--- config.mk ---
export PLATFORM = sky130hd
export DESIGN_NAME = cam_capture_ctrl
export DESIGN_NICKNAME = d
export VERILOG_FILES = /design/src/rtl/cam_pkg.sv /design/src/rtl/cam_sync_edge.sv /design/src/rtl/cam_capture_ctrl.sv
export SDC_FILE = /design/constraint.sdc
export NUM_CORES = 1
export LEC_CHECK = 0
export ABC_CLOCK_PERIOD_IN_PS = 3000
export CAP_MARGIN = 20
export CORE_ASPECT_RATIO = 2
export CORE_MARGIN = 3
export CORE_UTILIZATION = 55
export CTS_BUF_LIST = sky130_fd_sc_hd__clkbuf_8
export DETAILED_ROUTE_END_ITERATION = 6
export HOLD_SLACK_MARGIN = 0.05
export PLACE_DENSITY = 0.84
export SETUP_SLACK_MARGIN = 0.5
export SYNTH_ARGS = -nofsm -noshare
export SYNTH_HDL_FRONTEND = slang
export SYNTH_SLANG_ARGS = --single-unit
--- constraint.sdc ---
create_clock -name clk -period 3 [get_ports clk]
set_input_delay 0.45 -clock clk [delete_from_list [all_inputs] [get_ports clk]]
set_output_delay 0.45 -clock clk [all_outputs]
set_load 0.005 [all_outputs]
--- src/rtl/cam_pkg.sv ---
// Shared definitions for the camera capture path: default frame geometry,
// capture sequencer state encoding and the RGB565 -> RGB444 packing.
package cam_pkg;

    localparam int H_PIX     = 160;
    localparam int V_PIX     = 120;
    localparam int FRAME_PIX = H_PIX * V_PIX;

    typedef enum logic [1:0] {
        ST_IDLE    = 2'd0,
        ST_WAIT_VS = 2'd1,
        ST_CAPTURE = 2'd2,
        ST_DONE    = 2'd3
    } cam_state_t;

    // Keep the top bits of each colour channel: R[4:1], G[5:2], B[4:1].
    function automatic logic [11:0] rgb565_to_444(input logic [7:0] hi, input logic [7:0] lo);
        return {hi[7:4], hi[2:0], lo[7], lo[4:1]};
    endfunction

endpackage

--- src/rtl/cam_sync_edge.sv ---
// Two-flop synchronizer for the camera pin bundle plus registered edge detection.
// All outputs come from the same register stage, so pclk_rise lines up with its data.
module cam_sync_edge (
    input  logic       clk,
    input  logic       rst,
    input  logic       pclk,
    input  logic       vsync,
    input  logic       href,
    input  logic [7:0] data,
    output logic       pclk_rise,
    output logic       vs_rise,
    output logic       vs_fall,
    output logic       line_valid,
    output logic [7:0] px_byte
);

    logic [10:0] meta;
    logic [10:0] sync;
    logic        pclk_d;
    logic        vs_d;

    always_ff @(posedge clk or negedge rst) begin
        if (!rst) begin
            meta       <= '0;
            sync       <= '0;
            pclk_d     <= 1'b0;
            vs_d       <= 1'b0;
            pclk_rise  <= 1'b0;
            vs_rise    <= 1'b0;
            vs_fall    <= 1'b0;
            line_valid <= 1'b0;
            px_byte    <= '0;
        end else begin
            meta       <= {pclk, vsync, href, data};
            sync       <= meta;
            pclk_d     <= sync[10];
            vs_d       <= sync[9];
            pclk_rise  <= sync[10] & ~pclk_d;
            vs_rise    <= sync[9] & ~vs_d;
            vs_fall    <= ~sync[9] & vs_d;
            line_valid <= sync[8];
            px_byte    <= sync[7:0];
        end
    end

endmodule

--- src/rtl/cam_capture_ctrl.sv ---
// Capture sequencer: aligns to camera vsync, packs RGB565 byte pairs into RGB444
// frame-buffer writes, and reports frame completion and short/long frame errors.
module cam_capture_ctrl #(
    parameter int H_PIX = 160,
    parameter int V_PIX = 120,
    parameter int AW    = 15,
    parameter int DW    = 12
) (
    input  logic          clk,
    input  logic          rst,
    input  logic          cmd_single,
    input  logic          cmd_cont,
    input  logic          cmd_stop,
    input  logic          CAM_pclk,
    input  logic          CAM_vsync,
    input  logic          CAM_href,
    input  logic [7:0]    CAM_px_data,
    output logic [AW-1:0] DP_RAM_addr_in,
    output logic [DW-1:0] DP_RAM_data_in,
    output logic          DP_RAM_regW,
    output logic          busy,
    output logic          frame_done,
    output logic [7:0]    frame_cnt,
    output logic          err_short,
    output logic          err_long
);
    import cam_pkg::*;

    localparam logic [AW:0] FRAME_LIM = (AW+1)'(H_PIX * V_PIX);

    cam_state_t  state, state_next;
    logic        pclk_rise, vs_rise, vs_fall, href;
    logic [7:0]  px_byte;
    logic        mode_cont;
    logic        stop_pend;
    logic        phase;
    logic [7:0]  hi;
    logic [AW:0] addr;
    logic [AW:0] fill;
    logic        wr;
    logic        start;
    logic        pair_done;
    logic        has_room;

    cam_sync_edge u_sync (
        .clk        (clk),
        .rst        (rst),
        .pclk       (CAM_pclk),
        .vsync      (CAM_vsync),
        .href       (CAM_href),
        .data       (CAM_px_data),
        .pclk_rise  (pclk_rise),
        .vs_rise    (vs_rise),
        .vs_fall    (vs_fall),
        .line_valid (href),
        .px_byte    (px_byte)
    );

    // addr lags a write by one cycle; fill counts that in-flight write too.
    assign fill = addr + (AW+1)'(wr);

    always_comb begin
        state_next = state;
        start      = 1'b0;
        pair_done  = (state == ST_CAPTURE) && pclk_rise && href && phase;
        has_room   = (fill < FRAME_LIM);
        case (state)
            ST_IDLE: begin
                if (!cmd_stop && (cmd_single || cmd_cont)) begin
                    state_next = ST_WAIT_VS;
                    start      = 1'b1;
                end
            end
            ST_WAIT_VS: begin
                if (cmd_stop)     state_next = ST_IDLE;
                else if (vs_fall) state_next = ST_CAPTURE;
            end
            ST_CAPTURE: begin
                if (vs_rise) state_next = ST_DONE;
            end
            ST_DONE: begin
                state_next = (!mode_cont || stop_pend) ? ST_IDLE : ST_WAIT_VS;
            end
            default: state_next = ST_IDLE;
        endcase
    end

    always_ff @(posedge clk or negedge rst) begin
        if (!rst) state <= ST_IDLE;
        else      state <= state_next;
    end

    always_ff @(posedge clk or negedge rst) begin
        if (!rst) begin
            mode_cont      <= 1'b0;
            stop_pend      <= 1'b0;
            phase          <= 1'b0;
            hi             <= '0;
            addr           <= '0;
            wr             <= 1'b0;
            DP_RAM_data_in <= '0;
            frame_done     <= 1'b0;
            frame_cnt      <= '0;
            err_short      <= 1'b0;
            err_long       <= 1'b0;
        end else begin
            if (start) begin
                mode_cont <= cmd_cont;
                err_short <= 1'b0;
                err_long  <= 1'b0;
            end else if (state != ST_IDLE && cmd_cont && !cmd_stop) begin
                mode_cont <= 1'b1;
            end

            if (state == ST_DONE)                      stop_pend <= 1'b0;
            else if (state == ST_CAPTURE && cmd_stop)  stop_pend <= 1'b1;

            if (wr) addr <= addr + (AW+1)'(1);

            if (state == ST_WAIT_VS && vs_fall && !cmd_stop) begin
                addr  <= '0;
                phase <= 1'b0;
            end else if (state == ST_CAPTURE) begin
                // A line ending on an odd byte leaves its hi byte unused.
                if (!href) begin
                    phase <= 1'b0;
                end else if (pclk_rise) begin
                    if (!phase) hi <= px_byte;
                    phase <= ~phase;
                end
            end

            wr <= pair_done && has_room;
            if (pair_done && has_room) DP_RAM_data_in <= DW'(rgb565_to_444(hi, px_byte));
            if (pair_done && !has_room) err_long <= 1'b1;
            if (state == ST_CAPTURE && vs_rise && has_room) err_short <= 1'b1;

            frame_done <= (state == ST_DONE);
            if (state == ST_DONE) frame_cnt <= frame_cnt + 8'd1;
        end
    end

    assign DP_RAM_addr_in = addr[AW-1:0];
    assign DP_RAM_regW    = wr;
    assign busy           = (state != ST_IDLE);

endmodule
==> impl_metrics.csv <==
group,metric,value,unit
status,status,"completed",
global_routing,overflow,0,
timing,tightest_slew,0.7440,ns
place,hpwl,3.978,mm
final_layout,syn_to_final_growth,22.80,%
power,sequentialPowerShare,0.547,
cts,clockBufferDepth,2,
final_layout,layout_commonest_cell,"dfrtp_1",
floorplan,io_pins,56,
setup_path,cp_data_arrival_time,2.64,ns
power,swShare,0.2465,
cts,clk_latency,0.35,ns
logic_synthesis,synth_top_cell_by_area,"dfrtp_1",
drt,antenna_left,0,
power,cell_internal_pwr,2.005,mW
timing,fin_ws,0.5875,ns
cts,cts_buffers,9,
timing,rsz0062_at_grt,"false",
cts,clkSinkCount,88,
cts,cts.reportedPaths.clkPinSlew,0.08,ns
power,p_total,2.661,mW
floorplan,die_area,7105,µm²
power,p_comb_frac,0.143,
cts,htreeDepth,3,
floorplan,rows,39,
drt,routed_wl,5.819,mm
logic_synthesis,syn_area,3342,µm²
power,clkPwrFrac,0.310,
final_layout,layout_common_cells,"dfrtp_1 (86), clkdlybuf4s50_1 (54), nor2_1 (24)",
power,power_switching,0.6562,mW
global_routing,antenna_found_initial,0,
logic_synthesis,synth_ff_type,"dfrtp_1",
logic_synthesis,avgSynthCellArea,13.64,µm²
floorplan,initial_core_util,0.5755,
final_layout,postLayoutCellArea,4104,µm²
setup_path,cp-end-kind,"flop",
final_layout,drive_gt1_frac,0.1628,
timing,slew_headroom,0.5002,
place,place_area,3842,µm²
logic_synthesis,syn_nets,263,
global_routing,grt_pass1_vias,2065,
power,power.density,648.5,nW/µm²
place,io_buffer_count,55,
drt,drt-pass1-iter-count,4,
logic_synthesis,syn_inst,245,
timing,fmax,414.5,MHz
setup_path,slowest_delay,0.46,ns
timing,skew,0.01264,ns
logic_synthesis,synth_top_cell_area_share,0.6589,
setup_path,critPathTopFamily,"compound AO/OA/AOI/OAI gates",
cts,clock-root-buffer,"clkbuf_8",
setup_path,crit_path_start_kind,"flop",
timing,fin_crit_sh,0.8042,
setup_path,cp.depth,7,
logic_synthesis,synth_edf_count,0,
timing,finalSetupTns,0,ns
power,ir_drop,0.4278,mV
global_routing,globalRouteTotalUtil,0.1893,
logic_synthesis,ys_types,35,
logic_synthesis,ys_warn_count,0,
drt,wl_per_cell,16.07,µm
setup_path,cp_slowest_cell,"dfrtp_1",
setup_path,reg2reg_slack,0.59,ns
logic_synthesis,ys_seq_area_frac,0.6589,
setup_path,worstRegToRegCells,7,
timing,finalHoldViolations,0,
run,max_cap_viol_count,0,
place,place_congestion,0.8512,
drt,drc,0,
logic_synthesis,async_reset_ff_frac,1.000,
final_layout,n_antenna_cell,0,
setup_path,critPathKind,"flop to flop",
logic_synthesis,ys_seq_elements,88,
logic_synthesis,synth.area.top_cells,"dfrtp_1 (66%), mux2_4 (4.0%), mux2_2 (3.7%)",
timing,period_minus_slack,2.412,ns
setup_path,path_max_fanout,13,
place,place_ws,0.5632,ns
setup_path,critPathRequiredTime,3.23,ns
cts,cts_tree,"yes",
drt,viasPerCell,5.439,
global_routing,grt_pass1_wl,9.632,mm
hold_path,hold_depth,0,
drt,num_vias,1969,
setup_path,crit_chain,"nand4_4 > or3_1 > a221o_1 > a311oi_2 > nor3_2 > buf_4 > mux2_4",
floorplan,die-height,116.2,µm
power,p_leak,1.860,nW
setup_path,crit_buf_inv,1,
timing,slew_violations,0,
floorplan,core_area,5807,µm²
global_routing,grt_max_degree,89,
hold_path,hold_class,"flop to flop",
drt,drt_iter0_markers,117,
final_layout,nNetsFinal,315,
timing,setup_viol,0,
floorplan,die_x,61.12,µm
-- cell usage after synthesis (all sizes together) (2+ instances only) --
cell,number
dfrtp,88
nor2,24
mux2,20
buf,16
xnor2,11
xor2,11
nand3,10
nand2,9
inv,6
nand4,6
nor3,5
o21ai,5
clkbuf,4
nor2b,4
a21oi,3
and3,3
ha,2
nand3b,2
o31ai,2
or2,2
or3,2
-- stage by stage --
step	hold slack, ns	util	std cells
after floorplan	0.1544	-	245
after global placement	0.3325	0.6617	343
after detailed placement	0.3347	0.6617	343
after CTS	0.3138	0.6973	358
after global routing	0.3571	0.7067	362
final	0.3501	0.7067	362
-- metal layers --
layer	vias up	GRT usage	share of wire
li1	907	-	-
met1	989	0.2215	0.37
met2	52	0.2963	0.55
met3	21	0.05973	0.036
met4	0	0.1129	0.039
met5	-	0	0
-- power by group through the flow --
stage,Combinational (mW),Sequential [mW],Clock (mW)
2_1_floorplan,0.225,1.44,0
3_3_place_gp,0.368,1.47,0
3_5_place_dp,0.379,1.48,0
4_1_cts,0.381,1.45,0.847
5_1_grt,0.428,1.48,0.911
6_report,0.380,1.46,0.825
-- final timing paths --
kind	start	endpoint
setup / recovery	addr[2]	DP_RAM_data_in[9]
hold / removal	u_sync.sync[5]	u_sync.px_byte[5]
setup reg to reg	addr[2]	DP_RAM_data_in[9]
hold reg to reg	u_sync.sync[5]	u_sync.px_byte[5]
max in group asynchronous	rst	DP_RAM_regW
min in group asynchronous	rst	frame_cnt[1]
-- cell type report --
type,count,area (µm²)
Clock buffer,12,165.2
Clock inverter,3,41.29
Fill cell,407,1703
Inverter,6,22.52
Multi-Input combinational cell,131,978.4
Sequential cell,88,2205
Tap cell,61,76.32
Timing Repair Buffer,61,615.6
-- sequential cells by signal, indices dropped and copies added (netlist names), 7 cells and up, named ones only --
signal / flops
u_sync.px_byte: 8
frame_cnt: 8
DP_RAM_data_in: 12
u_sync.meta: 11
u_sync.sync: 11
addr: 16
hi: 7
-- worst reg2reg max path, delay by kind of cell (launching register included) --
kind / cells / cell delay, ns
AOI/OAI and AO/OA: 2 / 0.66
and+or+nand+nor: 3 / 0.64
DFF: 1 / 0.46
muxes: 1 / 0.31
buffers and inverters: 1 / 0.21
-- repair_timing --
item,in CTS,in global routing
buffers inserted,0,2
hold buffers,0,1
resized for setup,0,2
hold endpoints to repair,0,10
endpoints found under the setup margin,0,12
-- logic make-up after synthesis --
family / synth area share
mux: 0.08049
xor+xnor: 0.05765
simple gates: 0.1127
compound gates: 0.03444
flops: 0.6589
buf+inv: 0.04830
fa+ha+maj: 0.007487
No activity file was read; power rests on OpenSTA's default activity.
